**src/rtl/kugelblitz_tx_pad.sv**
```systemverilog
// TX pad stage between the kugelblitz offload TX master and the CMAC TX AXIS input.
// Zero-pads short single-beat frames, zeroes disabled bytes, registers through a skid buffer.
module kugelblitz_tx_pad #(
    parameter int unsigned DATA_WIDTH    = 512,
    parameter int unsigned KEEP_WIDTH    = DATA_WIDTH / 8,
    parameter int unsigned USER_WIDTH    = 1,
    parameter int unsigned MIN_FRAME_LEN = 60,
    parameter bit          PAD_ENABLE    = 1'b1
) (
    input  logic                  tx_clk,
    input  logic                  tx_rst_n,
    input  logic [DATA_WIDTH-1:0] s_axis_tdata,
    input  logic [KEEP_WIDTH-1:0] s_axis_tkeep,
    input  logic                  s_axis_tvalid,
    output logic                  s_axis_tready,
    input  logic                  s_axis_tlast,
    input  logic [USER_WIDTH-1:0] s_axis_tuser,
    output logic [DATA_WIDTH-1:0] m_axis_tdata,
    output logic [KEEP_WIDTH-1:0] m_axis_tkeep,
    output logic                  m_axis_tvalid,
    input  logic                  m_axis_tready,
    output logic                  m_axis_tlast,
    output logic [USER_WIDTH-1:0] m_axis_tuser,
    output logic [31:0]           stat_frame_count,
    output logic [31:0]           stat_pad_count
);

    if (DATA_WIDTH != 512) begin : g_bad_data_width
        $error("kugelblitz_tx_pad: DATA_WIDTH must be 512");
    end
    if (KEEP_WIDTH != DATA_WIDTH / 8) begin : g_bad_keep_width
        $error("kugelblitz_tx_pad: KEEP_WIDTH must be DATA_WIDTH/8");
    end
    if (MIN_FRAME_LEN < 1 || MIN_FRAME_LEN > KEEP_WIDTH) begin : g_bad_min_len
        $error("kugelblitz_tx_pad: MIN_FRAME_LEN must be in 1..KEEP_WIDTH");
    end

    localparam logic [KEEP_WIDTH-1:0] PAD_MASK =
        {KEEP_WIDTH{1'b1}} >> (KEEP_WIDTH - MIN_FRAME_LEN);

    logic                  in_frame;
    logic                  skid_valid;
    logic [DATA_WIDTH-1:0] skid_data;
    logic [KEEP_WIDTH-1:0] skid_keep;
    logic                  skid_last;
    logic [USER_WIDTH-1:0] skid_user;
    logic                  skid_pad;
    logic                  out_pad;

    logic [DATA_WIDTH-1:0] in_data;
    logic [KEEP_WIDTH-1:0] in_keep;
    logic                  in_pad;
    logic                  s_acc;
    logic                  m_acc;
    logic                  out_free;

    assign s_acc    = s_axis_tvalid && s_axis_tready;
    assign m_acc    = m_axis_tvalid && m_axis_tready;
    assign out_free = m_acc || !m_axis_tvalid;

    // Masking always uses the original tkeep so newly padded bytes come out as zero.
    always_comb begin
        in_data = '0;
        for (int k = 0; k < KEEP_WIDTH; k++) begin
            in_data[8*k +: 8] = s_axis_tkeep[k] ? s_axis_tdata[8*k +: 8] : 8'h00;
        end
        in_keep = s_axis_tkeep;
        in_pad  = 1'b0;
        if (PAD_ENABLE && !in_frame && s_axis_tlast) begin
            in_keep = s_axis_tkeep | PAD_MASK;
            in_pad  = (s_axis_tkeep & PAD_MASK) != PAD_MASK;
        end
    end

    always_ff @(posedge tx_clk or negedge tx_rst_n) begin
        if (!tx_rst_n) begin
            in_frame         <= 1'b0;
            s_axis_tready    <= 1'b0;
            skid_valid       <= 1'b0;
            skid_data        <= '0;
            skid_keep        <= '0;
            skid_last        <= 1'b0;
            skid_user        <= '0;
            skid_pad         <= 1'b0;
            m_axis_tvalid    <= 1'b0;
            m_axis_tdata     <= '0;
            m_axis_tkeep     <= '0;
            m_axis_tlast     <= 1'b0;
            m_axis_tuser     <= '0;
            out_pad          <= 1'b0;
            stat_frame_count <= '0;
            stat_pad_count   <= '0;
        end else begin
            if (s_acc) begin
                in_frame <= !s_axis_tlast;
            end

            // s_axis_tready mirrors !skid_valid, so s_acc never coincides with a full skid.
            if (out_free) begin
                if (skid_valid) begin
                    m_axis_tvalid <= 1'b1;
                    m_axis_tdata  <= skid_data;
                    m_axis_tkeep  <= skid_keep;
                    m_axis_tlast  <= skid_last;
                    m_axis_tuser  <= skid_user;
                    out_pad       <= skid_pad;
                    skid_valid    <= 1'b0;
                    s_axis_tready <= 1'b1;
                end else if (s_acc) begin
                    m_axis_tvalid <= 1'b1;
                    m_axis_tdata  <= in_data;
                    m_axis_tkeep  <= in_keep;
                    m_axis_tlast  <= s_axis_tlast;
                    m_axis_tuser  <= s_axis_tuser;
                    out_pad       <= in_pad;
                    s_axis_tready <= 1'b1;
                end else begin
                    m_axis_tvalid <= 1'b0;
                    s_axis_tready <= 1'b1;
                end
            end else if (s_acc) begin
                skid_valid    <= 1'b1;
                skid_data     <= in_data;
                skid_keep     <= in_keep;
                skid_last     <= s_axis_tlast;
                skid_user     <= s_axis_tuser;
                skid_pad      <= in_pad;
                s_axis_tready <= 1'b0;
            end else begin
                s_axis_tready <= !skid_valid;
            end

            if (m_acc && m_axis_tlast) begin
                stat_frame_count <= stat_frame_count + 32'd1;
                if (out_pad) begin
                    stat_pad_count <= stat_pad_count + 32'd1;
                end
            end
        end
    end

endmodule

```
**config.mk**
```make
export PLATFORM = sky130hd
export DESIGN_NAME = kugelblitz_tx_pad
export DESIGN_NICKNAME = d
export VERILOG_FILES = /design/src/rtl/kugelblitz_tx_pad.sv
export SDC_FILE = /design/constraint.sdc
export NUM_CORES = 2
export LEC_CHECK = 0
export BUFFER_PORTS_ARGS = -buffer_cell sky130_fd_sc_hd__buf_4
export CELL_PAD_IN_SITES_DETAIL_PLACEMENT = 1
export CELL_PAD_IN_SITES_GLOBAL_PLACEMENT = 2
export CORE_AREA = 3 3 480 482
export CTS_BUF_LIST = sky130_fd_sc_hd__clkbuf_16
export CTS_CLUSTER_DIAMETER = 30
export DETAILED_ROUTE_END_ITERATION = 16
export DIE_AREA = 0 0 483 485
export PLACE_DENSITY_LB_ADDON = 0.1
export SYNTH_ARGS = -nofsm -noshare
export SYNTH_HDL_FRONTEND = slang
export SYNTH_SLANG_ARGS = --single-unit
```
**constraint.sdc**
```tcl
create_clock -name tx_clk -period 1.9 [get_ports tx_clk]
set_clock_uncertainty 0.2 [all_clocks]
set_input_delay 0.475 -clock tx_clk [delete_from_list [all_inputs] [get_ports tx_clk]]
set_output_delay 0.475 -clock tx_clk [all_outputs]
set_load 0.005 [all_outputs]
```
==> summary.md <==
| Metric | Value |
|---|---|
| Status | `finished, violations left` |
| Violated checks | `setup timing` |
| Buf/Inv on CP | `3` |
| Area delta synth->final | `92.7%` |
| Initial DRC count | `2255` |
| Slew @ Worst Pin | `0.607 ns` |
| Required time of the critical path | `1.22 ns` |
| Via density | `4.48` |
| Worst hold start | `m_axis_tready` |
| IO Count | `1226` |
| Initial Util | `0.228` |
| CORE AREA | `0.227 mm^2` |
| WL/cell | `23.0 um` |
| RSZ-0062 raised after global routing | `yes` |
| Setup slack after layout | `-0.448 ns` |
| Max Slew Vio Count | `0` |
| Cell Chain, Critical Path | `buf_6 > buf_6 > buf_6` |
| Layout cells sized above 1 | `0.319` |
| Post-Syn Area per Cell | `8.68 um^2` |
| FFs w/ async S/R, synth | `1.00` |
| Register-to-Register Path Depth | `8` |
| Post-Syn Area | `0.0518 mm^2` |
| Power Total | `125 mW` |
| Slew margin rel. | `0.591` |
| CP dominant cell by count | `buf_6` |
| Overflow after GRT | `0` |
| Yosys cell types | `37` |
| Reg2reg end | `skid_data[238]` |
| Vias in the first global route | `59400` |
| Synth Instances | `5967` |
| Pre-CTS WS | `-0.728 ns` |
| CTS sink cnt | `1226` |
| Cell family with most CP delay | `flip-flops` |
| Largest net degree at the start of global routing | `89` |
| # H-tree levels | `5` |
| Antenna Nets Post-Route | `0` |
| Clock transition at path regs | `0.04 ns` |
| GRT Overall Usage | `0.225` |
| Crit. End Element | `output port` |
| Utilization after layout | `0.440` |
| Max stage delay on crit path | `0.38 ns` |
| Pleak | `46.4 nW` |
| Crit start category | `flip-flop` |
| Number of enable flip-flop cells after synthesis | `0` |
| Maximum clock path buffer count | `4` |
| Pwr dens | `1250 mW/mm^2` |
| Sequential share of the synthesized area | `0.592` |
| Drc violations | `0` |
| Top-count cell post-synth | `nand2_1` |
| IO Port Bufs | `1225` |
| Largest fanout on the critical path | `2` |
| Die area | `0.234 mm^2` |
| Slowest stage cell on the critical path | `dfrtp_1` |
| HP Class | `primary input to flip-flop` |
| CTS tree | `done` |
| Final WL | `283000 um` |
| Final period utilization | `1.24` |
| CTS Buf Count | `419` |
| Worst-Skew Late Latency | `0.91 ns` |
| Die Ht | `485 um` |
| Worst R2R Start | `m_axis_tvalid` |
| Total number of vias | `55300` |
| Max VDD drop | `944 uV` |
| Std-Cell Rows | `175` |
| First-pass GRT wire length | `398000 um` |
| DR pass1 iterations | `5` |
| Share of the synthesized area in the top cell type | `0.592` |
| Fmax | `426 MHz` |
| Final setup violation count | `1259` |
| Fin crit period | `2.35 ns` |
| Synthesized flop and latch total | `1226` |
| Hold WS | `0.0597 ns` |
| Routability cong. | `0.809` |
| Worst Path Arrival | `1.67 ns` |
| Die W | `483 um` |
| Nets@finish | `9535` |
| CP Class | `flip-flop to output port` |
| Initial antenna violation count | `54` |
| Leading area contributor after synthesis | `dfrtp_1` |
| Root buf cell | `clkbuf_16` |
| Hold-critical path depth | `5` |
| Endpoints failing hold | `0` |
| DP Wirelength | `187000 um` |
| Ranking of synthesized cells by area | `dfrtp_1 59%, nand2_1 13%, o21ai_0 9.5%` |
| Max cap viols | `0` |
| Synth warnings | `0` |
| Syn Nets | `6551` |
| Hold EP | `stat_frame_count[1]` |
| Post-synth top cells | `1763 x nand2_1, 1226 x dfrtp_1, 981 x o21ai_0, 522 x nor2_1, 516 x a21oi_1` |
| Register-to-register setup slack | `-0.17 ns` |
| Post-synth top flop | `dfrtp_1` |
-- power breakdown --
group | switching (mW) | internal [mW]
clock | 18.8 | 44.0
combinational | 12.2 | 13.6
sequential | 4.44 | 31.6
-- final cells by class --
cell class,count,area (um^2)
flip-flops and latches,1226,30800
repair buffers,3030,31200
diodes,41,103
multi-input cells,4265,20900
well taps,3009,3760
clock inverters,334,2370
fillers,25300,127000
clock buffers,425,10600
inverters,9,33.8
-- worst max-delay path by stage --
stage	start	to	cells past startpoint
2_1_floorplan	m_axis_tvalid	skid_data[344]	7
3_3_place_gp	s_axis_tkeep[5]	skid_pad	6
3_5_place_dp	s_axis_tkeep[5]	skid_pad	6
4_1_cts	stat_frame_count[1]	stat_frame_count[1]	3
5_1_grt	stat_frame_count[1]	stat_frame_count[1]	3
6_report	stat_frame_count[1]	stat_frame_count[1]	3
-- per-stage QoR --
step / cells / area (um^2) / setup TNS, ns
final: 12300 / 99800 / -180.32
after global routing: 12300 / 99800 / -291.97
after CTS: 12200 / 96300 / -360.26
after detailed placement: 10100 / 67100 / -279.86
after global placement: 10100 / 67100 / -295.74
after floorplan: 5967 / 51800 / -1.92
-- flip-flops by register name, indices dropped and copies added, names as in the netlist, 32 cells and up --
signal and count:
m_axis_tdata 512, m_axis_tkeep 64, skid_data 512, skid_keep 64, stat_frame_count 32, stat_pad_count 32
-- tightest hold or removal path: cells and delay by family --
kind                   cells  cell delay, ns
and+or+nand+nor            3            0.34
buffers and inverters      2            0.34
-- logic make-up after synthesis --
logic type | Yosys count | share of synthesized area
AND/OR/NAND/NOR | 2464 | 0.188
AO/OA/AOI/OAI | 1730 | 0.170
flip-flops | 1226 | 0.592
buffers and inverters | 476 | 0.0366
XOR/XNOR | 62 | 0.0105
multiplexers | 7 | 0.00138
adder cells (fa/ha/maj) | 2 | 0.000483
-- layer usage --
metal | track usage | vias up | part of all wire
met5 | 0 | - | 0.00065
met4 | 0.0958 | 30 | 0.042
met3 | 0.0618 | 504 | 0.058
met2 | 0.381 | 1459 | 0.48
met1 | 0.268 | 27200 | 0.42
li1 | - | 26100 | -
-- layout by cell type (no fill, tap or decap), drive strengths merged --
| cell type | instances |
|---|---|
| buf | 1888 |
| nand2 | 1763 |
| dfrtp | 1226 |
| o21ai | 1151 |
| dlygate4sd3 | 1091 |
| nor2 | 522 |
| a21oi | 516 |
| clkbuf | 476 |
| clkinv | 207 |
| inv | 96 |
| nand2b | 62 |
| o31ai | 60 |
| nand4 | 45 |
| xnor2 | 43 |
| diode | 41 |
| bufinv | 34 |
| xor2 | 19 |
| nand3 | 19 |
| nor4 | 14 |
| nor3 | 13 |
| and3 | 9 |
| mux2i | 6 |
| and4 | 6 |
| clkinvlp | 6 |
| and2 | 4 |
| nor2b | 2 |
| nand3b | 2 |
| ha | 2 |
| a21o | 1 |
| or4 | 1 |
| nor4b | 1 |
| nand4b | 1 |
| mux2 | 1 |
| a31o | 1 |
| a41o | 1 |
-- repair_timing --
| action | CTS | global route |
|---|---|---|
| gates cloned | 24 | 72 |
| pin swaps | 18 | 182 |
| setup endpoints to repair | 1435 | 1827 |
| hold buffers | 1091 | 1 |
| buffers inserted | 230 | 32 |
| gates resized for setup | 851 | 639 |
| endpoints found under the hold margin | 2374 | 3 |
(Power assumes the default switching activity.)
